[config.mk]
export PLATFORM = sky130hd
export DESIGN_NAME = alu_issue_stage
export DESIGN_NICKNAME = d
export VERILOG_FILES = /design/src/rtl/alu_pkg.sv /design/src/rtl/alu_op_decode.sv /design/src/rtl/alu_issue_stage.sv
export SDC_FILE = /design/constraint.sdc
export NUM_CORES = 1
export LEC_CHECK = 0
export CORE_UTILIZATION = 49
export DETAILED_ROUTE_END_ITERATION = 16
export PLACE_DENSITY = 0.79
export SLEW_MARGIN = 20
export SYNTH_ARGS = -nofsm -noshare
export SYNTH_HDL_FRONTEND = slang
export SYNTH_SLANG_ARGS = --single-unit
[constraint.sdc]
create_clock -name clk -period 2.81 [get_ports clk]
set_input_delay 0.4215 -clock clk [delete_from_list [all_inputs] [get_ports clk]]
set_output_delay 0.4215 -clock clk [all_outputs]
set_load 0.02 [all_outputs]
[src/rtl/alu_pkg.sv]
// Shared ALU issue definitions: control codes, MIPS opcode/funct values,
// decode and issue-bundle types used by the issue stage and its decoder.
package alu_pkg;

    localparam int DATA_W = 32;
    localparam int RIDX_W = 5;
    localparam int CTRL_W = 4;
    localparam int OP_W   = 6;

    localparam logic [CTRL_W-1:0] ALU_AND = 4'b0000;
    localparam logic [CTRL_W-1:0] ALU_OR  = 4'b0001;
    localparam logic [CTRL_W-1:0] ALU_ADD = 4'b0010;
    localparam logic [CTRL_W-1:0] ALU_SUB = 4'b0110;
    localparam logic [CTRL_W-1:0] ALU_SLT = 4'b0111;
    localparam logic [CTRL_W-1:0] ALU_NOR = 4'b1100;
    localparam logic [CTRL_W-1:0] ALU_EQ  = 4'b1111;

    localparam logic [OP_W-1:0] OP_RTYPE = 6'h00;
    localparam logic [OP_W-1:0] OP_BEQ   = 6'h04;
    localparam logic [OP_W-1:0] OP_BNE   = 6'h05;
    localparam logic [OP_W-1:0] OP_ADDI  = 6'h08;
    localparam logic [OP_W-1:0] OP_ADDIU = 6'h09;
    localparam logic [OP_W-1:0] OP_SLTI  = 6'h0A;
    localparam logic [OP_W-1:0] OP_ANDI  = 6'h0C;
    localparam logic [OP_W-1:0] OP_ORI   = 6'h0D;

    localparam logic [OP_W-1:0] FN_ADD  = 6'h20;
    localparam logic [OP_W-1:0] FN_ADDU = 6'h21;
    localparam logic [OP_W-1:0] FN_SUB  = 6'h22;
    localparam logic [OP_W-1:0] FN_SUBU = 6'h23;
    localparam logic [OP_W-1:0] FN_AND  = 6'h24;
    localparam logic [OP_W-1:0] FN_OR   = 6'h25;
    localparam logic [OP_W-1:0] FN_NOR  = 6'h27;
    localparam logic [OP_W-1:0] FN_SLT  = 6'h2A;

    typedef enum logic [1:0] {
        DEST_NONE = 2'd0,
        DEST_RD   = 2'd1,
        DEST_RT   = 2'd2
    } dest_sel_t;

    typedef struct packed {
        logic [CTRL_W-1:0] alu_ctrl;
        logic              imm_sel;
        logic              ext_sign;
        dest_sel_t         dest_sel;
        logic              trap;
        logic              is_branch;
        logic              branch_ne;
        logic              illegal;
    } dec_t;

    typedef struct packed {
        logic [DATA_W-1:0] a;
        logic [DATA_W-1:0] b;
        logic [CTRL_W-1:0] ctrl;
        logic [RIDX_W-1:0] dest;
        logic              trap;
        logic              is_branch;
        logic              branch_ne;
        logic              illegal;
    } issue_t;

    function automatic logic [DATA_W-1:0] ext_imm(
        input logic [15:0] imm,
        input logic        sign
    );
        return sign ? {{(DATA_W-16){imm[15]}}, imm}
                    : {{(DATA_W-16){1'b0}}, imm};
    endfunction

endpackage

[src/rtl/alu_op_decode.sv]
// Combinational MIPS opcode/funct decoder producing ALU control fields.
// Ports: instr (32-bit instruction word) -> dec (decoded control bundle).
module alu_op_decode
    import alu_pkg::*;
(
    input  logic [31:0] instr,
    output dec_t        dec
);

    logic [OP_W-1:0] opcode;
    logic [OP_W-1:0] funct;

    assign opcode = instr[31:26];
    assign funct  = instr[5:0];

    logic unused_instr_bits;
    assign unused_instr_bits = ^instr[25:6];

    always_comb begin
        dec          = '0;
        dec.alu_ctrl = ALU_ADD;
        dec.dest_sel = DEST_NONE;
        unique case (1'b1)
            opcode == OP_RTYPE: begin
                dec.dest_sel = DEST_RD;
                case (funct)
                    FN_ADD:  begin dec.alu_ctrl = ALU_ADD; dec.trap = 1'b1; end
                    FN_ADDU: dec.alu_ctrl = ALU_ADD;
                    FN_SUB:  begin dec.alu_ctrl = ALU_SUB; dec.trap = 1'b1; end
                    FN_SUBU: dec.alu_ctrl = ALU_SUB;
                    FN_AND:  dec.alu_ctrl = ALU_AND;
                    FN_OR:   dec.alu_ctrl = ALU_OR;
                    FN_NOR:  dec.alu_ctrl = ALU_NOR;
                    FN_SLT:  dec.alu_ctrl = ALU_SLT;
                    default: begin
                        dec.illegal  = 1'b1;
                        dec.dest_sel = DEST_NONE;
                    end
                endcase
            end
            opcode == OP_ADDI: begin
                dec.imm_sel  = 1'b1;
                dec.ext_sign = 1'b1;
                dec.dest_sel = DEST_RT;
                dec.trap     = 1'b1;
            end
            opcode == OP_ADDIU: begin
                dec.imm_sel  = 1'b1;
                dec.ext_sign = 1'b1;
                dec.dest_sel = DEST_RT;
            end
            opcode == OP_SLTI: begin
                dec.alu_ctrl = ALU_SLT;
                dec.imm_sel  = 1'b1;
                dec.ext_sign = 1'b1;
                dec.dest_sel = DEST_RT;
            end
            opcode == OP_ANDI: begin
                dec.alu_ctrl = ALU_AND;
                dec.imm_sel  = 1'b1;
                dec.dest_sel = DEST_RT;
            end
            opcode == OP_ORI: begin
                dec.alu_ctrl = ALU_OR;
                dec.imm_sel  = 1'b1;
                dec.dest_sel = DEST_RT;
            end
            opcode == OP_BEQ: begin
                dec.alu_ctrl  = ALU_EQ;
                dec.is_branch = 1'b1;
            end
            opcode == OP_BNE: begin
                dec.alu_ctrl  = ALU_EQ;
                dec.is_branch = 1'b1;
                dec.branch_ne = 1'b1;
            end
            default: dec.illegal = 1'b1;
        endcase
    end

endmodule

[src/rtl/alu_issue_stage.sv]
// ALU issue stage: decodes register-read bundles and holds them in a
// main+skid buffer driving ALU operands/control on a valid/ready handshake.
// Ports: clk, rst, flush; in_* upstream handshake and data;
// out_valid/out_ready downstream handshake; A_in, B_in, ALU_ctrl, dest_reg,
// ovf_trap_en, is_branch, branch_ne, illegal registered bundle fields.
module alu_issue_stage
    import alu_pkg::*;
#(
    parameter int XLEN   = 32,
    parameter int REG_AW = 5
) (
    input  logic              clk,
    input  logic              rst,
    input  logic              flush,
    input  logic              in_valid,
    output logic              in_ready,
    input  logic [31:0]       in_instr,
    input  logic [XLEN-1:0]   in_rs_data,
    input  logic [XLEN-1:0]   in_rt_data,
    output logic              out_valid,
    input  logic              out_ready,
    output logic [XLEN-1:0]   A_in,
    output logic [XLEN-1:0]   B_in,
    output logic [3:0]        ALU_ctrl,
    output logic [REG_AW-1:0] dest_reg,
    output logic              ovf_trap_en,
    output logic              is_branch,
    output logic              branch_ne,
    output logic              illegal
);

    dec_t   dec;
    issue_t in_b;
    issue_t main_q;
    issue_t skid_q;
    logic   main_valid;
    logic   skid_valid;
    logic   accept;
    logic   consume;

    alu_op_decode u_dec (
        .instr (in_instr),
        .dec   (dec)
    );

    always_comb begin
        in_b           = '0;
        in_b.a         = in_rs_data;
        in_b.b         = dec.imm_sel
                       ? ext_imm(in_instr[15:0], dec.ext_sign)
                       : in_rt_data;
        in_b.ctrl      = dec.alu_ctrl;
        in_b.trap      = dec.trap;
        in_b.is_branch = dec.is_branch;
        in_b.branch_ne = dec.branch_ne;
        in_b.illegal   = dec.illegal;
        case (dec.dest_sel)
            DEST_RD: in_b.dest = in_instr[15:11];
            DEST_RT: in_b.dest = in_instr[20:16];
            default: in_b.dest = '0;
        endcase
    end

    // in_ready is a pure function of a flop, so there is no
    // combinational path from out_ready back to in_ready.
    assign in_ready = !skid_valid;
    assign accept   = in_valid && in_ready;
    assign consume  = main_valid && out_ready;

    always_ff @(posedge clk) begin
        if (rst) begin
            main_valid <= 1'b0;
            skid_valid <= 1'b0;
            main_q     <= '0;
            skid_q     <= '0;
        end else if (flush) begin
            main_valid <= 1'b0;
            skid_valid <= 1'b0;
        end else if (!main_valid || consume) begin
            // Main frees up: refill from skid first to keep FIFO order.
            if (skid_valid) begin
                main_q     <= skid_q;
                main_valid <= 1'b1;
                skid_valid <= 1'b0;
            end else if (accept) begin
                main_q     <= in_b;
                main_valid <= 1'b1;
            end else begin
                main_valid <= 1'b0;
            end
        end else if (accept) begin
            skid_q     <= in_b;
            skid_valid <= 1'b1;
        end
    end

    assign out_valid   = main_valid;
    assign A_in        = main_q.a;
    assign B_in        = main_q.b;
    assign ALU_ctrl    = main_q.ctrl;
    assign dest_reg    = main_q.dest;
    assign ovf_trap_en = main_q.trap;
    assign is_branch   = main_q.is_branch;
    assign branch_ne   = main_q.branch_ne;
    assign illegal     = main_q.illegal;

endmodule

==> results.md, run 1 <==
- Max frequency: roughly 430 MHz
- Final #Nets: ~1,100
- Clock tree buffer depth: 2
- Slew headroom: 0.4543
- Core area: 13,990 sq um
- Port bufs: approximately 170
- Lkg Pwr: 3.383 nW
- Crit path DAT: about 2.6 ns
- CTS root buf: clkbuf_16
- Post-CTS Setup Bufs: 0
- Syn Inst Count: approximately 800
- EDFF count, synth: 0
- Top routing layer used: met4
- Final WL: between 15 and 20 mm
- Wirelength per Cell: between 15 and 20 um
- Met2 WL: approximately 8.9 mm
- Largest net degree at the start of global routing: 105
- Ports: 180
- Largest fanout on the critical path: 5
- Synth area leader: dfxtp_1
- Starting Density: 0.5064
- Die Area: 14,940 sq um
- Final Cell Area: roughly 9600 sq um
- Final hold vios: 0
- Most common cell after layout, fill and taps aside: clkdlybuf4s50_1
- Critical path startpoint category: input port
- Max reg flops: between 70 and 80
- Worst setup path startpoint: in_instr[4]
- Starting DRT DRC Count: approximately 450
- Detailed Routing Iterations Pass 1: 5
- Placer's final routability congestion estimate: a little over 0.8
- Post-layout power: roughly 5.3 mW
- Reg clk slew, reported paths: 0.06 ns
- Antenna cells: 0
- CTS Hold Bufs: 0
- Post-route ant nets: 0
- R2r setup slk: 0.87 ns
- Async S/R FF share, synth: 0
- TritonCTS buffer count: 17
- #FFs+latches synth: ~160
- Cell Rows: 43
- CTS HTree Levels: 4
- Critical R2R Launch: skid_valid
- Endpoint, Worst Hold: skid_q[74]
- Top reg by flops: skid_q
- Most used cell, CP: nor3_1
- YS warnings: 0
- Avg Synthesized Cell Area: about 8.6 sq um
- Largest stage delay on the critical path: 0.42 ns
- Die Wd: between 100 and 150 um
- CP delay by family, top: compound AO/OA/AOI/OAI gates
- Grt ovf: 0
- Vias in the first global route: around 5,900
- Worst slew pin tran: just over 0.8 ns
- Die Y-Extent: around 120 um
- WHS: approximately 0.43 ns
- P&R area growth vs syn: 35.01%
- Initial antenna violation count: 0
- Clk_lat worst skew: 0.42 ns
- Filler instances: about 1,200
- Final setup fails: 0
- Share of layout cells above drive strength 1: 0.09888
- Unrepaired setup endpoints after global routing: false
- Clock Skew: around 0.0072 ns
- Synth top area share: 0.4408
- WL met1: approximately 8.5 mm
- Cell Area, Placed: about 9000 sq um
- DP HPWL: between 10 and 15 mm
- Max cap viols: 0
- # clock sinks: around 160
- Status: finished, final reports clean
- Hold Path Cell Cnt: 2
- Non-filler cells in the finished layout: ~1,200
- Vias: 6,428
- Fin crit share: 0.8248
- Final worst slack: 0.4923 ns
- Pwr/cell area: roughly 550 nW/um^2
- R2r worst-path depth: 4
- Syn Std Cell Area: just over 7000 sq um
- DRC violation count after routing: 0
- Most frequent cells in the layout: clkdlybuf4s50_1 (173), dfxtp_1 (155), nand2_1 (130), nor2_1 (113), a211oi_1 (59)
- Reg2reg end: B_in[25]
- Routed length on met3: roughly 990 um
- Final TNS setup: 0 ns
- Critical Path, Cell by Cell: clkdlybuf4s50_1 -> nor4b_1 -> buf_4 -> o2111ai_1 -> ha_1 -> a22oi_1 -> nor3_1 -> a211oi_1 -> nor3_1
- Worst endpoint required time: around 3.1 ns
- Resized cells post-CTS: 0
- Setup WS pre-CTS: between 0.015 and 0.02 ns
- WP buf/inv: 2
- First-pass GRT wire length: around 29 mm
- CTS tree: yes
- Crit Path Class: input port to flop
- Seq/Total Area, Yosys: 0.4408
- Placed instance count: roughly 1,100
- CP Capture Type: flop
- Synth Flop Type: dfxtp_1
- Finished Core Util: 0.6837
- Max Slew Vio Count: 0
- Hold Crit Start: rst
- HP Class: input port to flop
- Synth area leaders: dfxtp_1 (44%), nand2_1 (6.9%), a211oi_1 (6.3%)
- DR vias/cell: approximately 5.5
- CP max-delay cell: clkdlybuf4s50_1
- Syn Nets: between 900 and 1,000
- Min cycle time layout: 2.318 ns
- GRT Total Usage: 0.2499
- IR Drop Worst-Case VDD: around 420 uV
- Post-synth cell types: 51
[routing by layer]
| metal | vias up | global-route usage |
|---|---|---|
| met4 | 0 | 0.07622 |
| met1 | 3008 | 0.3295 |
| met3 | 21 | 0.06087 |
| li1 | 3220 | - |
| met5 | - | 0 |
| met2 | 179 | 0.4024 |
[cell families after synthesis]
| group | Yosys count | synth area share |
|---|---|---|
| buffers and inverters | 81 | 0.05387 |
| and+or+nand+nor | 339 | 0.2141 |
| DFF | 156 | 0.4408 |
| AOI/OAI and AO/OA | 198 | 0.2204 |
| muxes | 44 | 0.06729 |
| adders and majority gates | 2 | 0.003532 |
[final cells by class]
cell class	count	area, sq um	area share
clock buffers	22	474.2	0.04958
clock inverters	10	90.09	0.009419
inverters	5	21.27	0.002224
multi-input cells	583	3592	0.3756
flip-flops and latches	156	3127	0.3269
well taps	180	225.2	0.02355
repair buffers	205	2034	0.2127
[how the worst max path moves through the flow]
stage                       end  slack [ns]  cells past startpoint
finish              dest_reg[4]        0.49                      9
global route        dest_reg[1]        0.22                      9
CTS                 dest_reg[2]        0.48                      9
detailed placement  dest_reg[2]        0.02                      9
global placement    dest_reg[2]        0.08                      9
floorplan             skid_q[5]        0.55                      8
[report_power, final]
part	switching [mW]	internal, mW
logic	0.369	0.371
registers	0.0434	2.29
clock network	0.900	1.28
[Yosys cell counts (all sizes together) (6+ instances only)]
library cell  instances
nor2                115
o211ai                7
nand3                23
mux2                 11
a32o                 17
a211oi               59
a21oi                48
nand2b               21
nor3                 24
a311oi               17
dfxtp               156
clkbuf               33
a21o                 17
nand2               130
buf                  43
or3                   6
o41ai                11
mux2i                33
Note: power is estimated with default switching activity, not from simulation.
==> run 2, diff against run 1 <==
--- a/config.mk
+++ b/config.mk
@@ -5,9 +5,9 @@
 export SDC_FILE = /design/constraint.sdc
 export NUM_CORES = 1
 export LEC_CHECK = 0
-export CORE_UTILIZATION = 49
+export CORE_UTILIZATION = 45
 export DETAILED_ROUTE_END_ITERATION = 16
-export PLACE_DENSITY = 0.79
+export PLACE_DENSITY = 0.76
 export SLEW_MARGIN = 20
 export SYNTH_ARGS = -nofsm -noshare
 export SYNTH_HDL_FRONTEND = slang
==> constraint.sdc (replaced) <==
create_clock -name clk -period 2 [get_ports clk]
set_input_delay 0.3 -clock clk [delete_from_list [all_inputs] [get_ports clk]]
set_output_delay 0.3 -clock clk [all_outputs]
set_load 0.02 [all_outputs]
==> run 2 against run 1 <==
Critical path depth stayed put. Sequential power is 41% higher. Non-clock buffer count is 29 higher. First-iteration DRC count is 9.7% lower. Register-to-register slack worse by 0.55 ns. Worst hold slack worse by 0.0057 ns. Sequential cell count stayed put. Via count is 3.3% higher. Final area is 4.9% higher. Global-route usage is 0.88 points lower. Highest routed layer unchanged.
==> results.md, run 2 (synthesis results as in run 1) <==
- GRT Total Usage: 0.2411
- Largest fanout on the critical path: 5
- Crit path DAT: approximately 2.2 ns
- Placed instance count: between 1,000 and 1,500
- Largest stage delay on the critical path: roughly 0.43 ns
- Core area: between 15,000 and 20,000 sq um
- Worst endpoint required time: approximately 2.4 ns
- Final hold vios: 0
- Final setup fails: 0
- Hold Path Cell Cnt: 3
- Max Slew Vio Count: 0
- Fin crit share: 0.9435
- Starting DRT DRC Count: around 400
- CTS root buf: clkbuf_16
- Max reg flops: 77
- Max frequency: approximately 530 MHz
- Lkg Pwr: ~3.6 nW
- Clock tree buffer depth: 2
- Placer's final routability congestion estimate: roughly 0.84
- Endpoint, Worst Hold: skid_q[1]
- HP Class: input port to flop
- Hold Crit Start: rst
- Final Cell Area: about 10,000 sq um
- CTS HTree Levels: 4
- Wirelength per Cell: 15.68 um
- Status: finished, final reports clean
- P&R area growth vs syn: 41.59%
- CTS tree: yes
- WHS: 0.4264 ns
- Top reg by flops: skid_q
- Vias in the first global route: 6,226
- Max cap viols: 0
- Reg2reg end: skid_q[36]
- Finished Core Util: 0.6574
- Clk_lat worst skew: about 0.42 ns
- DP HPWL: 12.79 mm
- Cell Rows: 45
- Die Wd: approximately 130 um
- Slew headroom: 0.6446
- Starting Density: 0.4643
- WP buf/inv: 3
- Critical Path, Cell by Cell: clkdlybuf4s50_1 -> nor4b_2 -> buf_4 -> o2111ai_4 -> inv_2 -> ha_4 -> a22oi_1 -> or3_1 -> a21oi_2
- Post-CTS Setup Bufs: 0
- Vias: between 6,000 and 7,000
- Non-filler cells in the finished layout: approximately 1,200
- Most frequent cells in the layout: clkdlybuf4s50_1 (173), dfxtp_1 (155), nand2_1 (130), nor2_1 (113), a211oi_1 (59)
- Min cycle time layout: ~1.9 ns
- Pwr/cell area: roughly 750 nW/um^2
- Largest net degree at the start of global routing: a little under 80
- Die Area: around 16,000 sq um
- R2r setup slk: 0.32 ns
- Port bufs: between 150 and 200
- Most common cell after layout, fill and taps aside: clkdlybuf4s50_1
- CP max-delay cell: clkdlybuf4s50_1
- Worst slew pin tran: between 0.5 and 0.6 ns
- DR vias/cell: 5.445
- Ports: 180
- Final WL: approximately 19 mm
- Critical R2R Launch: out_valid
- R2r worst-path depth: 6
- Antenna cells: 0
- Detailed Routing Iterations Pass 1: 5
- Cell Area, Placed: 9404 sq um
- Die Y-Extent: 127.5 um
- CP delay by family, top: buffers and inverters
- Clock Skew: 0.007616 ns
- Final #Nets: 1,100
- Share of layout cells above drive strength 1: 0.1310
- Crit Path Class: input port to flop
- Post-route ant nets: 0
- # clock sinks: about 160
- TritonCTS buffer count: 17
- IR Drop Worst-Case VDD: 566.1 uV
- DRC violation count after routing: 0
- First-pass GRT wire length: between 30 and 40 mm
- CP Capture Type: flop
- Grt ovf: 0
- Critical path startpoint category: input port
- Reg clk slew, reported paths: 0.06 ns
- Initial antenna violation count: 0
run 2: metal layers:
metal | GRT usage | vias up | part of all wire
li1 | - | 3290 | -
met1 | 0.3103 | 3118 | 0.44
met2 | 0.4018 | 201 | 0.49
met3 | 0.04564 | 28 | 0.054
met4 | 0.08824 | 0 | 0.018
met5 | 0 | - | 0
run 2: how the worst max path moves through the flow:
stage	cells after the start	slack, ns	to	startpoint
floorplan	8	-0.06	skid_q[8]	in_instr[29]
global placement	9	-0.36	skid_q[4]	in_instr[4]
detailed placement	9	-0.45	dest_reg[2]	in_instr[28]
CTS	8	0.02	skid_q[8]	in_instr[28]
global route	9	-0.02	dest_reg[4]	in_instr[28]
finish	9	0.11	skid_q[4]	in_instr[26]
run 2: layout make-up:
cell class	instances	area, sq um
clock buffers	21	450.4
repair buffers	234	2390
inverters	5	21.27
flip-flops and latches	156	3127
multi-input cells	583	3664
fillers	1263	5228
clock inverters	9	115.1
well taps	211	264.0
run 2: metrics by stage:
stage	total power, mW	TNS (ns)	worst slack, ns
floorplan	3.866	-0.1930	-0.06195
global placement	4.436	-7.385	-0.3646
detailed placement	4.448	-11.06	-0.4480
CTS	7.576	0	0.01511
global route	7.802	-0.03251	-0.02223
finish	7.524	0	0.1130
run 2: what timing repair did:
| item | CTS | global route |
|---|---|---|
| setup endpoints to repair | 2 | 10 |
| hold buffers | 0 | 0 |
| pin swaps | 0 | 5 |
| resized for setup | 3 | 8 |
run 2: where the power goes:
part | total, mW | switching (mW) | internal, mW
registers | 3.28 | 0.0612 | 3.22
logic | 1.11 | 0.535 | 0.574
clock network | 3.14 | 1.27 | 1.87
run 2: worst min-delay path: cells and delay by family:
| kind | cells | cell delay [ns] |
|---|---|---|
| compound gates | 1 | 0.14 |
| buf+inv | 2 | 0.34 |
==> run 3, diff against run 2 <==
--- a/config.mk
+++ b/config.mk
@@ -8,7 +8,6 @@
 export CORE_UTILIZATION = 45
 export DETAILED_ROUTE_END_ITERATION = 16
 export PLACE_DENSITY = 0.76
-export SLEW_MARGIN = 20
 export SYNTH_ARGS = -nofsm -noshare
 export SYNTH_HDL_FRONTEND = slang
 export SYNTH_SLANG_ARGS = --single-unit
==> results of run 3 <==
Final layout, timing and power as in run 2 (identical DEF).
